===== src/rtl/ff_sync_filt.sv =====
// ff_sync_filt: multi-channel synchroniser for asynchronous level inputs.
// Each channel passes through a STAGES-deep flip-flop chain, then a
// stability filter that only lets a new level through once it has been
// seen for FILT_LEN consecutive synchronised cycles. Rise/fall pulses are
// registered alongside the filtered level.
//
// Ports:
//   clk      in   1      single clock, rising edge
//   rst      in   1      synchronous reset, active low
//   din      in   WIDTH  asynchronous level inputs
//   dq       out  WIDTH  synchronised, filtered levels
//   rise     out  WIDTH  one-cycle pulse when dq goes 0->1
//   fall     out  WIDTH  one-cycle pulse when dq goes 1->0
//   changed  out  1      OR of all rise/fall bits, same cycle
module ff_sync_filt #(
    parameter int unsigned      WIDTH    = 4,
    parameter int unsigned      STAGES   = 2,
    parameter int unsigned      FILT_LEN = 1,
    parameter logic [WIDTH-1:0] RST_VAL  = '0
) (
    input  logic             clk,
    input  logic             rst,
    input  logic [WIDTH-1:0] din,
    output logic [WIDTH-1:0] dq,
    output logic [WIDTH-1:0] rise,
    output logic [WIDTH-1:0] fall,
    output logic             changed
);

    localparam int unsigned     CW       = $clog2(FILT_LEN + 1);
    localparam logic [CW-1:0]   CNT_LAST = CW'(FILT_LEN - 1);

    generate
        if (STAGES < 2 || STAGES > 8) begin : g_bad_stages
            $error("ff_sync_filt: STAGES must be in 2..8");
        end
        if (WIDTH < 1 || WIDTH > 64) begin : g_bad_width
            $error("ff_sync_filt: WIDTH must be in 1..64");
        end
        if (FILT_LEN < 1 || FILT_LEN > 255) begin : g_bad_filt
            $error("ff_sync_filt: FILT_LEN must be in 1..255");
        end
    endgenerate

    logic [WIDTH-1:0] sync_q [STAGES];
    logic [WIDTH-1:0] s_out;
    logic [CW-1:0]    cnt_q  [WIDTH];
    logic [CW-1:0]    cnt_d  [WIDTH];
    logic [WIDTH-1:0] dq_q, dq_d;
    logic [WIDTH-1:0] rise_q, rise_d;
    logic [WIDTH-1:0] fall_q, fall_d;
    logic             changed_q, changed_d;

    // Plain flop chain: nothing may sit between stages or the
    // metastability settling time is eaten.
    always_ff @(posedge clk) begin
        if (!rst) begin
            for (int k = 0; k < STAGES; k++) begin
                sync_q[k] <= RST_VAL;
            end
        end else begin
            sync_q[0] <= din;
            for (int k = 1; k < STAGES; k++) begin
                sync_q[k] <= sync_q[k-1];
            end
        end
    end

    assign s_out = sync_q[STAGES-1];

    // Counter runs only while the synchronised value disagrees with dq;
    // any agreement clears it, so short pulses never accumulate.
    always_comb begin
        dq_d = dq_q;
        for (int i = 0; i < WIDTH; i++) begin
            cnt_d[i] = '0;
            if (s_out[i] != dq_q[i]) begin
                if (cnt_q[i] == CNT_LAST) begin
                    dq_d[i] = s_out[i];
                end else begin
                    cnt_d[i] = cnt_q[i] + 1'b1;
                end
            end
        end
    end

    always_comb begin
        rise_d    = dq_d & ~dq_q;
        fall_d    = ~dq_d & dq_q;
        changed_d = |(rise_d | fall_d);
    end

    always_ff @(posedge clk) begin
        if (!rst) begin
            dq_q      <= RST_VAL;
            rise_q    <= '0;
            fall_q    <= '0;
            changed_q <= 1'b0;
            for (int i = 0; i < WIDTH; i++) begin
                cnt_q[i] <= '0;
            end
        end else begin
            dq_q      <= dq_d;
            rise_q    <= rise_d;
            fall_q    <= fall_d;
            changed_q <= changed_d;
            for (int i = 0; i < WIDTH; i++) begin
                cnt_q[i] <= cnt_d[i];
            end
        end
    end

    assign dq      = dq_q;
    assign rise    = rise_q;
    assign fall    = fall_q;
    assign changed = changed_q;

endmodule


===== config.mk =====
export PLATFORM = sky130hd
export DESIGN_NAME = ff_sync_filt
export DESIGN_NICKNAME = d
export VERILOG_FILES = /design/src/rtl/ff_sync_filt.sv
export SDC_FILE = /design/constraint.sdc
export NUM_CORES = 1
export LEC_CHECK = 0
export ABC_CLOCK_PERIOD_IN_PS = 2200
export BUFFER_PORTS_ARGS = -buffer_cell sky130_fd_sc_hd__buf_2
export CAP_MARGIN = 20
export CELL_PAD_IN_SITES_DETAIL_PLACEMENT = 1
export CELL_PAD_IN_SITES_GLOBAL_PLACEMENT = 2
export CORE_MARGIN = 10
export CORE_UTILIZATION = 35
export DETAILED_ROUTE_END_ITERATION = 10
export HOLD_SLACK_MARGIN = 0.03
export PLACE_DENSITY_LB_ADDON = 0.1
export SLEW_MARGIN = 25
export SYNTH_ARGS = -nofsm -noshare
export SYNTH_HDL_FRONTEND = slang
export SYNTH_SLANG_ARGS = --single-unit
export TNS_END_PERCENT = 20

===== constraint.sdc =====
create_clock -name clk -period 2.2 [get_ports clk]
set_clock_uncertainty 0.05 [all_clocks]
set_input_delay 0.11 -clock clk [delete_from_list [all_inputs] [get_ports clk]]
set_output_delay 0.11 -clock clk [all_outputs]
set_load 0.05 [all_outputs]

======== Word-level counts from Yosys, hierarchy flattened ========
Memories as Yosys holds them, arrays and structs flattened.
Cells that the tools add are included.
storage, ports and cells
  register bits after elaboration ......... 13
  memory bits (writable) .................. 12
  input port bits ......................... 6
  output and inout bits ................... 13
  word-level logic and storage cells ...... 50
  memories ................................ 2
cells by class
  add/sub/neg operators ................... 4
  eq/ne operators ......................... 4
  mux-type cells .......................... 24
  bitwise operators ....................... 11
  reductions and logical operators ........ 1
memory list
  memory  depth  bits a word  rd ports  clocked after memory_dff  wr ports  line  text
  sync_q  2      4            2         0                         2         45    logic [WIDTH-1:0] sync_q [STAGES];
  cnt_q   4      1            4         0                         4         47    logic [CW-1:0] cnt_q [WIDTH];
operator list
  kind                   number
  $mux W1                22
  $and A4 B4 Y4          2
  $mux W4                2
  $not A4 Y4             2
  $or A1 B1 Y1           6
  $add A1 B1 Y1 const B  4
  $ne A1 B1 Y1           4
  $or A4 B4 Y4           1
  $reduce_or A4 Y1       1

======== Depth between registers and ports, before layout ========
  word-level depth ........................ 6
  mapped depth ............................ 4
  mapped depth without buffers ............ 4

======== Least setup slack after synthesis ========
No wires, ideal clock.
  path kind ............................... reg-to-reg
  start ................................... register dq_q[2], in the netlist dq[2]
  end ..................................... register changed_q, in the netlist changed
  library setup time ...................... 0.077 ns
  arrival ................................. 1.325 ns
  data required time ...................... 2.073 ns
  slack ................................... 0.748 ns
  cell stages (with the launch flop) ...... 5
  buffers on the path ..................... 0
  clock period less this slack ............ 1.452 ns
  path through ............................ dfxtp_1 -> mux2i_1 -> inv_1 -> ha_1 -> a41oi_2
on the way
  longest elaborated chain between the ends .. 6
  elaborated cells between the ends (all ways) .. 9
  classes of those cells .................. 1 x eq/ne; 2 x mux; 5 x bitwise; 1 x reduce/logical
RTL lines
  what                                            line    text
  from (decl)                                     49      logic [WIDTH-1:0] dq_q, dq_d;
  from (signal assigned)                          103     dq_q <= dq_d;
  $mux W1 / $ne A1 B1 Y1 (equally long branches)  78, 77
  $mux W1 *                                       77      if (s_out[i] != dq_q[i]) begin
  via dq_d[2]                                     49
  $not A4 Y4                                      89      fall_d = ~dq_d & dq_q;
  $and A4 B4 Y4                                   89
  $or A4 B4 Y4 *                                  90      changed_d = |(rise_d | fall_d);
  $reduce_or A4 Y1 *                              90
  to (signal assigned)                            106     changed_q <= changed_d;
  to (decl)                                       52      logic changed_q, changed_d;
The timed path passes the listed nets; every way through them passes the cells marked *.
A chain may end at the register's enable or synchronous reset.

==> impl_results.md <==
* Mapped cell area at 822 um2
* Pre-CTS setup slack at 0.946 ns
* Sequential cell area at 480 um2
* Yosys top cell area share at 0.584
* Initial antenna violation count at 0
* Largest net degree at the start of global routing at 18
* Ys async rst share at 0
* Worst setup EP type: flop
* Most frequent cell after synthesis: dfxtp_1
* Top FF cell, synth: dfxtp_1
* Clk Tree Root Cell: clkbuf_4
* Multiplexer share of the synthesized area at 0.0365
* Max Freq at 0.785 GHz
* Syn Area/Cell at 11.9 um2
* Reg power frac at 0.606
* Placed cell area at 943 um2
* Clk_lat worst skew at 0.31 ns
* Die Y at 68.5 um
* CTS clk-pin slew, worst paths at 0.13 ns
* Post-Synth XOR/XNOR Area at 0
* Die ar. at 4690 um2
* Status: complete, no violations
* IO buf count at 18
* Sw power at 176 uW
* Setup TNS at 0 ns
* Final ANT Viol Nets at 0
* CTS tree: built
* Syn Inst Count at 69
* Worst flop-to-flop path endpoint: changed$_SDFF_PN0_
* Final setup vio count at 0
* Layout fillers at 263
* VDD IR max at 0.364 mV
* CTS HTree Levels at 1
* Clock Path Buffers at 2
* Hold path cells at 2
* Number of global-route vias before repair at 557
* Unrepaired setup endpoints after global routing: false
* Max-cap viol count at 0
* Detailed Place HPWL at 1010 um
* Largest family of logic cells by synthesized area: simple AND/OR/NAND/NOR gates
* CTS Sinks at 24
* First-pass GRT wire length at 2270 um
* YS warnings at 0
* Combinational power share at 0.092
* Vias per Instance at 4.15
* Nets at 112
* Wire per inst at 10.9 um
* Final Instance Area at 1020 um2
* Fin crit period at 1.27 ns
* R2r startpoint: cnt_q[2]$_SDFF_PP0_
* Core area at 2230 um2
* Clock power share at 0.302
* Post-synthesis sequential area ratio at 0.584
* Worst min-delay path startpoint: rst
* Vias at 514
* Initial drt markers at 6
* Cell Pwr Density at 740 nW/um2
* Setup slack after layout at 0.926 ns
* Largest fanout on the critical path at 3
* Synth Area in Compound Gates at 0.0198
* Internal power at 578 uW
* CTS Buf Count at 3
* Critical setup path kind: flop to flop
* Count of cell types in the netlist at 11
* R2R cell count at 4
* Total GRT Usage at 0.0657
* I/O Pins at 19
* Tcrit/Tclk final at 0.579
* Antenna diodes at 0
* Leak at 0.000520 uW
* Simple-gate share of the synthesized area at 0.163
* Drt first pass iters at 2
* Worst EP arrival at 1.47 ns
* Standard-cell rows at 17
* CP required at 2.40 ns
* Number of synthesized register bits at 24
* Area taken by multi-input logic gates at 304 um2
* Post-synth EDFFs at 0
* Ratio of cells with drive above 1 in the final layout at 0.375
* Ranking of synthesized cells by area: dfxtp_1 (58%), ha_1 (14%), and2_2 (11%), mux2i_1 (3.7%), inv_1 (3.7%)
* Sw Ratio at 0.234
* Final Hold Fails at 0
* Yosys top cell by area: dfxtp_1
* Area Overhead vs Synth at 24.0%
* Final Slew Violations at 0
* Setup crit start: cnt_q[2]$_SDFF_PP0_
* Initial core utilization at 0.368
* DRC violations left at 0
* Worst Setup Start Kind: flop
* Setup bufs post-CTS at 0
* RePlAce Congestion at 0.647
* Total wire length at 1350 um
* Die Width at 68.5 um
* Min-Delay Path Class: input port to flop
* Adder-cell share of the synthesized area at 0.137
* Gr ovfl total at 0
* Worst Setup EP: changed$_SDFF_PN0_
* Post-synth top cells: dfxtp_1 (24), and2_2 (12), ha_1 (9)
* FF-to-FF setup slack at 0.93 ns
-- layout make-up --
cell class | count | area share
Tap cell | 28 | 0.0344
Inverter | 9 | 0.0331
Sequential cell | 24 | 0.471
Multi-Input combinational cell | 37 | 0.298
Timing Repair Buffer | 22 | 0.128
Clock buffer | 4 | 0.0356
-- kinds of logic after synthesis --
logic type,Yosys count
multiplexers,3
flip-flops,24
buffers and inverters,10
other,1
AND/OR/NAND/NOR,21
adder cells (fa/ha/maj),9
AO/OA/AOI/OAI,1
-- how the worst min path moves through the flow --
stage	slack [ns]	endpoint
2_1_floorplan	0.19	sync_q[0][0]$_SDFF_PN0_
3_3_place_gp	0.27	sync_q[0][2]$_SDFF_PN0_
3_5_place_dp	0.27	sync_q[0][1]$_SDFF_PN0_
4_1_cts	0.12	sync_q[0][0]$_SDFF_PN0_
5_1_grt	0.14	sync_q[0][1]$_SDFF_PN0_
6_report	0.12	sync_q[0][0]$_SDFF_PN0_
-- timing repair --
item | CTS | global route
gates resized for setup | 0 | 0
endpoints found under the hold margin | 4 | 0
hold buffers | 4 | 0
endpoints found under the setup margin | 0 | 0
-- placed cells by master (no fill, tap or decap) --
master          n
a41oi_2         1
and2_1          4
and2_2         12
buf_2          18
clkbuf_4        3
clkbuf_8        1
conb_1          3
dfxtp_1        24
dlygate4sd3_1   4
ha_1            9
inv_1           8
inv_2           1
mux2i_1         3
nor2_1          5
-- metrics by stage --
stage,instances,hold slack (ns),total power [uW],util
floorplan,71,0.187,515,-
global placement,116,0.267,532,0.422
detailed placement,116,0.273,533,0.422
CTS,124,0.121,774,0.457
global route,124,0.143,795,0.457
finish,124,0.120,755,0.457
-- critical path, stage by stage (launching register included) --
cell and delay (ns):
dfxtp_1 0.35, mux2i_1 0.28, inv_1 0.07, ha_1 0.28, a41oi_2 0.18
-- routing by layer --
| metal | track usage | up-vias | wire (um) |
|---|---|---|---|
| met5 | 0 | - | 0 |
| met4 | 0.0528 | 0 | 18 |
| met3 | 0.0228 | 4 | 106 |
| met2 | 0.107 | 15 | 664 |
| met1 | 0.0670 | 238 | 564 |
| li1 | - | 257 | - |
-- power groups by stage --
stage	Sequential, uW	Combinational (uW)	Clock, uW
6_report	457	69.3	228
5_1_grt	460	76.9	258
4_1_cts	458	71.2	245
3_5_place_dp	468	65.4	0
3_3_place_gp	467	64.5	0
2_1_floorplan	491	24.2	0
-- sequential cells by signal (all words and copies together), names as in the netlist --
name	count
fall	4
rise	4
cnt_q	3
dq	4
changed	1
sync_q	8
Power figures use the tool's default switching activity.
